## config.mk

```make
export PLATFORM = sky130hd
export DESIGN_NAME = vec_line_streamer_flat
export DESIGN_NICKNAME = d
export VERILOG_FILES = /design/src/rtl/vec_pkg.sv /design/src/rtl/vec_line_streamer_if.sv /design/src/rtl/vec_beat_mux.sv /design/src/rtl/vec_line_streamer.sv /design/src/flat_wrapper.sv
export SDC_FILE = /design/constraint.sdc
export NUM_CORES = 2
export LEC_CHECK = 0
export BUFFER_PORTS_ARGS = -buffer_cell sky130_fd_sc_hd__buf_2
export CAP_MARGIN = 25
export CORE_AREA = 2 2 415 417
export DETAILED_ROUTE_END_ITERATION = 10
export DIE_AREA = 0 0 417 419
export PLACE_DENSITY = 0.46
export SYNTH_ARGS = -nofsm -noshare
export SYNTH_HDL_FRONTEND = slang
export SYNTH_SLANG_ARGS = --single-unit
```

## constraint.sdc

```tcl
create_clock -name clk -period 7.7 [get_ports clk]
set_clock_uncertainty 0.2 [all_clocks]
set_input_delay 1.54 -clock clk [delete_from_list [all_inputs] [get_ports clk]]
set_output_delay 1.54 -clock clk [all_outputs]
set_load 0.01 [all_outputs]
```

## src/rtl/vec_pkg.sv

```systemverilog
// rtl/vec_pkg.sv - shared widths, opcodes and stream FSM state for the vector datapath blocks
package vec_pkg;

  localparam int LINE_W         = 512;
  localparam int BEAT_W         = 32;
  localparam int BEATS_PER_LINE = LINE_W / BEAT_W;
  localparam int BUF_W          = 2 * LINE_W;
  localparam int IDX_W          = 5;

  localparam logic [1:0] OP_LOAD  = 2'b00;
  localparam logic [1:0] OP_STORE = 2'b01;
  localparam logic [1:0] OP_ADD   = 2'b10;
  localparam logic [1:0] OP_MUL   = 2'b11;

  typedef enum logic {
    IDLE = 1'b0,
    SEND = 1'b1
  } stream_state_t;

  // Index of the final beat: one line in narrow mode, two lines in wide mode.
  function automatic logic [IDX_W-1:0] last_idx(input logic wide);
    return wide ? IDX_W'(2 * BEATS_PER_LINE - 1) : IDX_W'(BEATS_PER_LINE - 1);
  endfunction

endpackage

```

## src/rtl/vec_line_streamer_if.sv

```systemverilog
// rtl/vec_line_streamer_if.sv - capture and beat-stream signals of vec_line_streamer
// Optional VEC_STREAM_PARITY_EN adds out_parity.
interface vec_line_streamer_if;
  import vec_pkg::*;

  logic              load_valid;
  logic              load_ready;
  logic              load_wide;
  logic [LINE_W-1:0] load_lo;
  logic [LINE_W-1:0] load_hi;
  logic [BEAT_W-1:0] out_data;
  logic              out_valid;
  logic              out_ready;
  logic              out_last;
  logic [IDX_W-1:0]  out_idx;
`ifdef VEC_STREAM_PARITY_EN
  logic              out_parity;
`endif

  // master: the streamer itself; slave: the capture source plus beat consumer
  modport master (
    input  load_valid, load_wide, load_lo, load_hi, out_ready,
    output load_ready, out_data, out_valid, out_last, out_idx
`ifdef VEC_STREAM_PARITY_EN
    , output out_parity
`endif
  );

  modport slave (
    output load_valid, load_wide, load_lo, load_hi, out_ready,
    input  load_ready, out_data, out_valid, out_last, out_idx
`ifdef VEC_STREAM_PARITY_EN
    , input out_parity
`endif
  );

endinterface

```

## src/rtl/vec_beat_mux.sv

```systemverilog
// rtl/vec_beat_mux.sv - combinational select of one beat-wide word from a double-line buffer
module vec_beat_mux
  import vec_pkg::*;
(
  input  logic [BUF_W-1:0]  data,
  input  logic [IDX_W-1:0]  idx,
  output logic [BEAT_W-1:0] word
);

  localparam int SEL_W = $clog2(BUF_W);

  logic [SEL_W-1:0] base;

  assign base = SEL_W'(idx) * SEL_W'(BEAT_W);
  assign word = data[base +: BEAT_W];

endmodule

```

## src/rtl/vec_line_streamer.sv

```systemverilog
// rtl/vec_line_streamer.sv - captures a 512/1024-bit line and streams it out as 32-bit beats, LSW first
// Optional VEC_STREAM_PARITY_EN drives out_parity = ^out_data.
module vec_line_streamer
  import vec_pkg::*;
(
  input  logic                 clk,
  input  logic                 rst_n,
  vec_line_streamer_if.master  bus,
  output logic                 busy
);

  stream_state_t     state_q;
  stream_state_t     state_d;
  logic [BUF_W-1:0]  line_q;
  logic              wide_q;
  logic [IDX_W-1:0]  idx_q;
  logic [BEAT_W-1:0] beat_word;
  logic              capture;
  logic              beat_fire;
  logic              last_beat;

  assign capture   = (state_q == IDLE) && bus.load_valid;
  assign beat_fire = (state_q == SEND) && bus.out_ready;
  assign last_beat = (idx_q == last_idx(wide_q));

  always_ff @(posedge clk) begin
    if (!rst_n) begin
      state_q <= IDLE;
    end else begin
      state_q <= state_d;
    end
  end

  always_comb begin
    state_d = state_q;
    case (state_q)
      IDLE:    if (bus.load_valid) state_d = SEND;
      SEND:    if (bus.out_ready && last_beat) state_d = IDLE;
      default: state_d = IDLE;
    endcase
  end

  // The high line is masked at capture so unknowns on load_hi never reach the beat path.
  always_ff @(posedge clk) begin
    if (!rst_n) begin
      line_q <= '0;
      wide_q <= 1'b0;
      idx_q  <= '0;
    end else if (capture) begin
      line_q <= {bus.load_wide ? bus.load_hi : LINE_W'(0), bus.load_lo};
      wide_q <= bus.load_wide;
      idx_q  <= '0;
    end else if (beat_fire) begin
      idx_q  <= last_beat ? '0 : idx_q + 1'b1;
    end
  end

  vec_beat_mux u_beat_mux (
    .data (line_q),
    .idx  (idx_q),
    .word (beat_word)
  );

  always_comb begin
    bus.load_ready = 1'b1;
    bus.out_valid  = 1'b0;
    bus.out_last   = 1'b0;
    bus.out_data   = '0;
    bus.out_idx    = idx_q;
    busy           = 1'b0;
    if (state_q == SEND) begin
      bus.load_ready = 1'b0;
      bus.out_valid  = 1'b1;
      bus.out_last   = last_beat;
      bus.out_data   = beat_word;
      busy           = 1'b1;
    end
  end

`ifdef VEC_STREAM_PARITY_EN
  assign bus.out_parity = ^bus.out_data;
`endif

endmodule

```

## src/flat_wrapper.sv

```systemverilog
// flat-port wrapper written by rule: the top's interface ports become plain ports
module vec_line_streamer_flat import vec_pkg::*;
  (clk, rst_n, busy, bus_load_valid, bus_load_wide, bus_load_lo, bus_load_hi, bus_out_ready, bus_load_ready, bus_out_data, bus_out_valid, bus_out_last, bus_out_idx);
  vec_line_streamer_if bus_i ();
  input  logic clk;
  input  logic rst_n;
  output logic busy;
  input wire logic [$bits(bus_i.load_valid)-1:0] bus_load_valid;
  input wire logic [$bits(bus_i.load_wide)-1:0] bus_load_wide;
  input wire logic [$bits(bus_i.load_lo)-1:0] bus_load_lo;
  input wire logic [$bits(bus_i.load_hi)-1:0] bus_load_hi;
  input wire logic [$bits(bus_i.out_ready)-1:0] bus_out_ready;
  output wire logic [$bits(bus_i.load_ready)-1:0] bus_load_ready;
  output wire logic [$bits(bus_i.out_data)-1:0] bus_out_data;
  output wire logic [$bits(bus_i.out_valid)-1:0] bus_out_valid;
  output wire logic [$bits(bus_i.out_last)-1:0] bus_out_last;
  output wire logic [$bits(bus_i.out_idx)-1:0] bus_out_idx;
  assign bus_i.load_valid = bus_load_valid;
  assign bus_i.load_wide = bus_load_wide;
  assign bus_i.load_lo = bus_load_lo;
  assign bus_i.load_hi = bus_load_hi;
  assign bus_i.out_ready = bus_out_ready;
  assign bus_load_ready = bus_i.load_ready;
  assign bus_out_data = bus_i.out_data;
  assign bus_out_valid = bus_i.out_valid;
  assign bus_out_last = bus_i.out_last;
  assign bus_out_idx = bus_i.out_idx;
  vec_line_streamer u_core (.clk(clk), .rst_n(rst_n), .bus(bus_i), .busy(busy));
endmodule
```

# ---- Word-level counts from Yosys, hierarchy flattened
# Cells that the tools add are included.
dict set report op_classes {
  n_mux 10
  n_addsub 1
  shifts 1
  n_eq_ne 1
  bitwise_logic 2
  reduce_logical 4
}
# cell count
set ops {}
lappend ops {{1024-bit by 11-bit indexed part select with 32-bit output} 1}
lappend ops {{512-bit two-way mux} 1}
lappend ops {{32-bit two-way mux} 1}
lappend ops {{5-bit two-way mux} 2}
lappend ops {{5-bit by 1-bit adder with 5-bit output, second input constant} 1}
lappend ops {{5-bit equality test} 1}
lappend ops {{1-bit two-way mux} 5}
lappend ops {{1-bit logical AND} 3}
lappend ops {{1-bit inverter} 2}
lappend ops {{1-bit one-hot mux with 2 select lines} 1}
lappend ops {{2-bit OR reduction} 1}
dict set report totals {
  word_cells 23
  reg_bits 1031
  input_bits 1029
  output_inout_bits 41
}

# ---- Longest topological paths before layout
dict set report depth {
  word_depth 5
  depth_mapped 9
  mapped_depth_nobuf 5
}

# ---- Modules after synthesis
# From an unflattened synthesis, not the netlist that was laid out.
dict set report hier_totals {
  cells_unflattened 4595
  area_unflattened_um2 43763.2
}
# module cells_each n_inst seq_area_each_um2 area_each_um2
set by_module_without_submodules {}
lappend by_module_without_submodules {vec_line_streamer 3437 1 20639.8 34875.9}
lappend by_module_without_submodules {vec_beat_mux 1158 1 0.0 8887.3}

# ---- Worst setup path after synthesis
# Ideal clock, no wire load.
dict set report synth_timing {
  path_kind {register to output}
  from {reg u_core.idx_q[0] (netlist: u_core.bus.out_idx[0])}
  to {out bus_out_data[25]}
  n_path_buf 5
  path_slack_ps 4039
  arrival_time_ps 1921
  required_time_ps 5960
  stages_incl_launch_ff 10
  cell_sequence {dfxtp_1 > buf_6 > buf_8 > buf_8 > buf_6 > buf_6 > mux2i_1 > o22ai_1 > a2111oi_2 > a211oi_1}
}
dict set report synth_between {
  elab_chain_len 2
}
# item line
set synth_rtl {}
lappend synth_rtl {{from (decl)} vec_line_streamer.sv:16} ;# logic [IDX_W-1:0] idx_q;
lappend synth_rtl {{from (signal assigned)} vec_line_streamer.sv:54} ;# idx_q <= last_beat ? '0 : idx_q + 1'b1;
lappend synth_rtl {{1024-bit by 11-bit indexed part select with 32-bit output} vec_beat_mux.sv:15} ;# assign word = data[base +: BEAT_W];
lappend synth_rtl {{32-bit two-way mux} vec_line_streamer.sv:71} ;# if (state_q == SEND) begin
lappend synth_rtl {{to (decl)} flat_wrapper.sv:14} ;# output wire logic [$bits(bus_i.out_data)-1:0] bus_out_data;
# No other way between the ends.

# ---- Final worst setup path
dict set report layout_timing {
  from {reg u_core.idx_q[2] (netlist: u_core.bus.out_idx[2])}
  to {out bus_out_data[11]}
}
# The elaborated chain is that of the path after synthesis.

==> summary.md <==
| Metric | Value |
|---|---|
| Slowest CP cell | `dfxtp_4` |
| CTS Buf Count | `119` |
| Main flop type after synthesis | `dfxtp_1` |
| Worst reg2reg path endpoint | `u_core.line_q[72]$_SDFFE_PN0P_` |
| Asr flop ratio synth | `0%` |
| CP cell instances | `nand3_4 > buf_4 > o221ai_1 > a21oi_1 > a211oi_1 > buf_2` |
| Initial core utilization | `24.7%` |
| Ys Warns | `0` |
| ANT nets after route | `0` |
| Worst Hold Launch | `u_core.line_q[224]$_SDFFE_PN0P_` |
| Maxcap violations | `0` |
| Clock latency on the worst-skew pair | `0.76 ns` |
| Number of I/O pins | `1070` |
| Total wire length | `197000 um` |
| CTS tree | `built` |
| Max Slew Vio Count | `0` |
| Hold Crit Class | `register to register` |
| # nets final | `5937` |
| Post-synthesis cell type count | `39` |
| Largest net degree at the start of global routing | `229` |
| Worst vdd ir | `0.183 mV` |
| Most common cell after layout, fill and taps aside | `buf_2` |
| Post-CTS Hold Fix Bufs | `0` |
| Critical path endpoint category | `output port` |
| Vias per Instance | `4.89` |
| Syn_nets | `5084` |
| Status | `finished clean` |
| Area grow syn2layout | `26.8%` |
| Pre-antenna DRT Iters | `5` |
| Time the worst path needs with I/O delays and setup | `6.31 ns` |
| Syn_area_per_cell | `10.4 sq um` |
| Clock Path Buffers | `3` |
| Number of gates resized after CTS | `0` |
| Placed cell count | `7019` |
| Power per cell area | `242 nW/um^2` |
| Data arrival, critical path | `4.57 ns` |
| Post-synth EDFFs | `0` |
| RSZ-0062 raised after global routing | `no` |
| Leak | `20.8 nW` |
| DIE WIDTH | `417 um` |
| Period utilization | `81.9%` |
| Half-perimeter wire length after placement | `148000 um` |
| Total global routing overflow | `0` |
| Share of cells above drive strength 1 | `30.9%` |
| Core ar. | `171000 sq um` |
| Fin Setup TNS | `0 ns` |
| R2r setup slk | `4.27 ns` |
| Die Area | `175000 sq um` |
| Critical path class | `register to output port` |
| Num rows | `152` |
| Hold path depth | `2` |
| Number of remaining DRC errors | `0` |
| Initial antenna violation count | `89` |
| DR vias | `35500` |
| H-Tree Depth | `3` |
| Clk sinks | `1031` |
| Mapped cell area | `42200 sq um` |
| Worst-path clk slew | `0.06 ns` |
| Crit-path max cell delay | `0.91 ns` |
| PortBufs | `1069` |
| Worst Setup Slack, final | `1.39 ns` |
| Total GRT Usage | `21.6%` |
| Post-synthesis sequential area ratio | `48.9%` |
| Most frequent cells in the layout | `1068 x buf_2, 1028 x nand2_1, 1027 x dfxtp_1` |
| Reg2reg path depth | `5` |
| Final hold vios | `0` |
| Pre-CTS setup slack | `2.16 ns` |
| Relative slew slack | `4.04%` |
| First-pass GRT wire length | `269000 um` |
| Final setup violation count | `0` |
| Max Fclk | `159 MHz` |
| FF+latch count, synth | `1031` |
| DR WL/cell | `27.1 um` |
| Die H | `419 um` |
| Root buffer cell | `clkbuf_16` |
| DR iter-0 viols | `2756` |
| Setup repair bufs after CTS | `0` |
| Fin cells | `7260` |
| Routability cong. | `0.871` |
| Critical Path RT | `5.96 ns` |
| Launch point of the worst reg-to-reg path | `u_core.state_q$_SDFF_PN0_` |
| Vias in the first global route | `34900` |
| Startpoint Class | `register` |
| Worst Max-Slew Pin Slew | `1.44 ns` |
| Post-Syn Instances | `4054` |
| Hold Path Sink | `u_core.line_q[224]$_SDFFE_PN0P_` |
| CP max FO | `50` |
| Finished Core Util | `31.4%` |
==> cell usage after synthesis (31+ instances only) <==
library cell  number  area, sq um
a211oi_1          31          233
a22oi_1           31          233
a21oi_1           34          170
a21boi_0         512         3840
a22o_1           543         4760
buf_2             93          465
clkbuf_1         252          946
o22ai_1           32          200
dfxtp_1         1031        20600
nand2_1         1028         3860
mux4_2           192         4320
mux2i_1          132         1320
o221ai_1          31          272
==> layer usage <==
layer	global-route usage (%)	vias to the layer above	part of all wire (%)
met5	0	-	0.047
met2	34.7	1163	47
li1	-	16500	-
met3	3.44	339	4.9
met4	8.94	16	4.3
met1	28.7	17500	44
==> registers in the layout, indices dropped and copies added (netlist names) <==
name and count:
u_core.wide_q 1, u_core.line_q 1024, u_core.bus.out_idx 5, u_core.state_q 1
==> stage by stage <==
step | total power, mW | hold slack [ns] | cell area, sq um
after detailed placement | 7.13 | 0.251 | 49400
final | 13.0 | 0.262 | 53500
after global routing | 13.4 | 0.277 | 53500
after global placement | 7.12 | 0.249 | 49300
after CTS | 13.1 | 0.265 | 53400
after floorplan | 6.45 | 0.237 | 42200
==> power by group <==
part | leakage, nW | switching, mW | internal (mW)
clock network | 1.99 | 2.43 | 3.53
logic | 10.3 | 0.704 | 0.543
registers | 8.43 | 0.166 | 5.59
total | 20.8 | 3.30 | 9.66
==> layout make-up <==
class	instances	area, sq um
fill	17800	117000
sequential	1031	20700
multi-input combinational	2631	19900
timing repair buffer	1122	5980
clock buffer	169	3430
tap	2233	2790
clock inverter	50	644
antenna	22	55.1
inverter	2	7.51
==> kinds of logic after synthesis <==
group	Yosys count	synth area share (%)
buffers and inverters	392	4.28
XOR/XNOR	2	0.0415
flip-flops	1031	48.9
AND/OR/NAND/NOR	1050	9.44
adder cells (fa/ha/maj)	1	0.0296
AO/OA/AOI/OAI	1254	23.9
multiplexers	324	13.4
==> how the worst max path moves through the flow <==
| stage | startpoint | slack [ns] | depth (start not counted) | end |
|---|---|---|---|---|
| after global placement | u_core.bus.out_idx[2]$_SDFFE_PP0P_ | 2.23 | 6 | bus_out_data[11] |
| final | u_core.bus.out_idx[2]$_SDFFE_PP0P_ | 1.39 | 6 | bus_out_data[11] |
| after CTS | u_core.bus.out_idx[2]$_SDFFE_PP0P_ | 1.30 | 6 | bus_out_data[11] |
| after global routing | u_core.bus.out_idx[2]$_SDFFE_PP0P_ | 1.17 | 6 | bus_out_data[11] |
| after floorplan | u_core.bus.out_idx[0]$_SDFFE_PP0P_ | 4.04 | 9 | bus_out_data[25] |
| after detailed placement | u_core.bus.out_idx[2]$_SDFFE_PP0P_ | 2.16 | 6 | bus_out_data[11] |
==> critical path: cells and delay by family, from the launching register on <==
kind | cells | cell delay (ns)
buffers and inverters | 2 | 0.77
AO/OA/AOI/OAI | 3 | 1.47
AND/OR/NAND/NOR | 1 | 0.64
flip-flops | 1 | 0.91
Note: power is estimated with default switching activity, not from simulation.
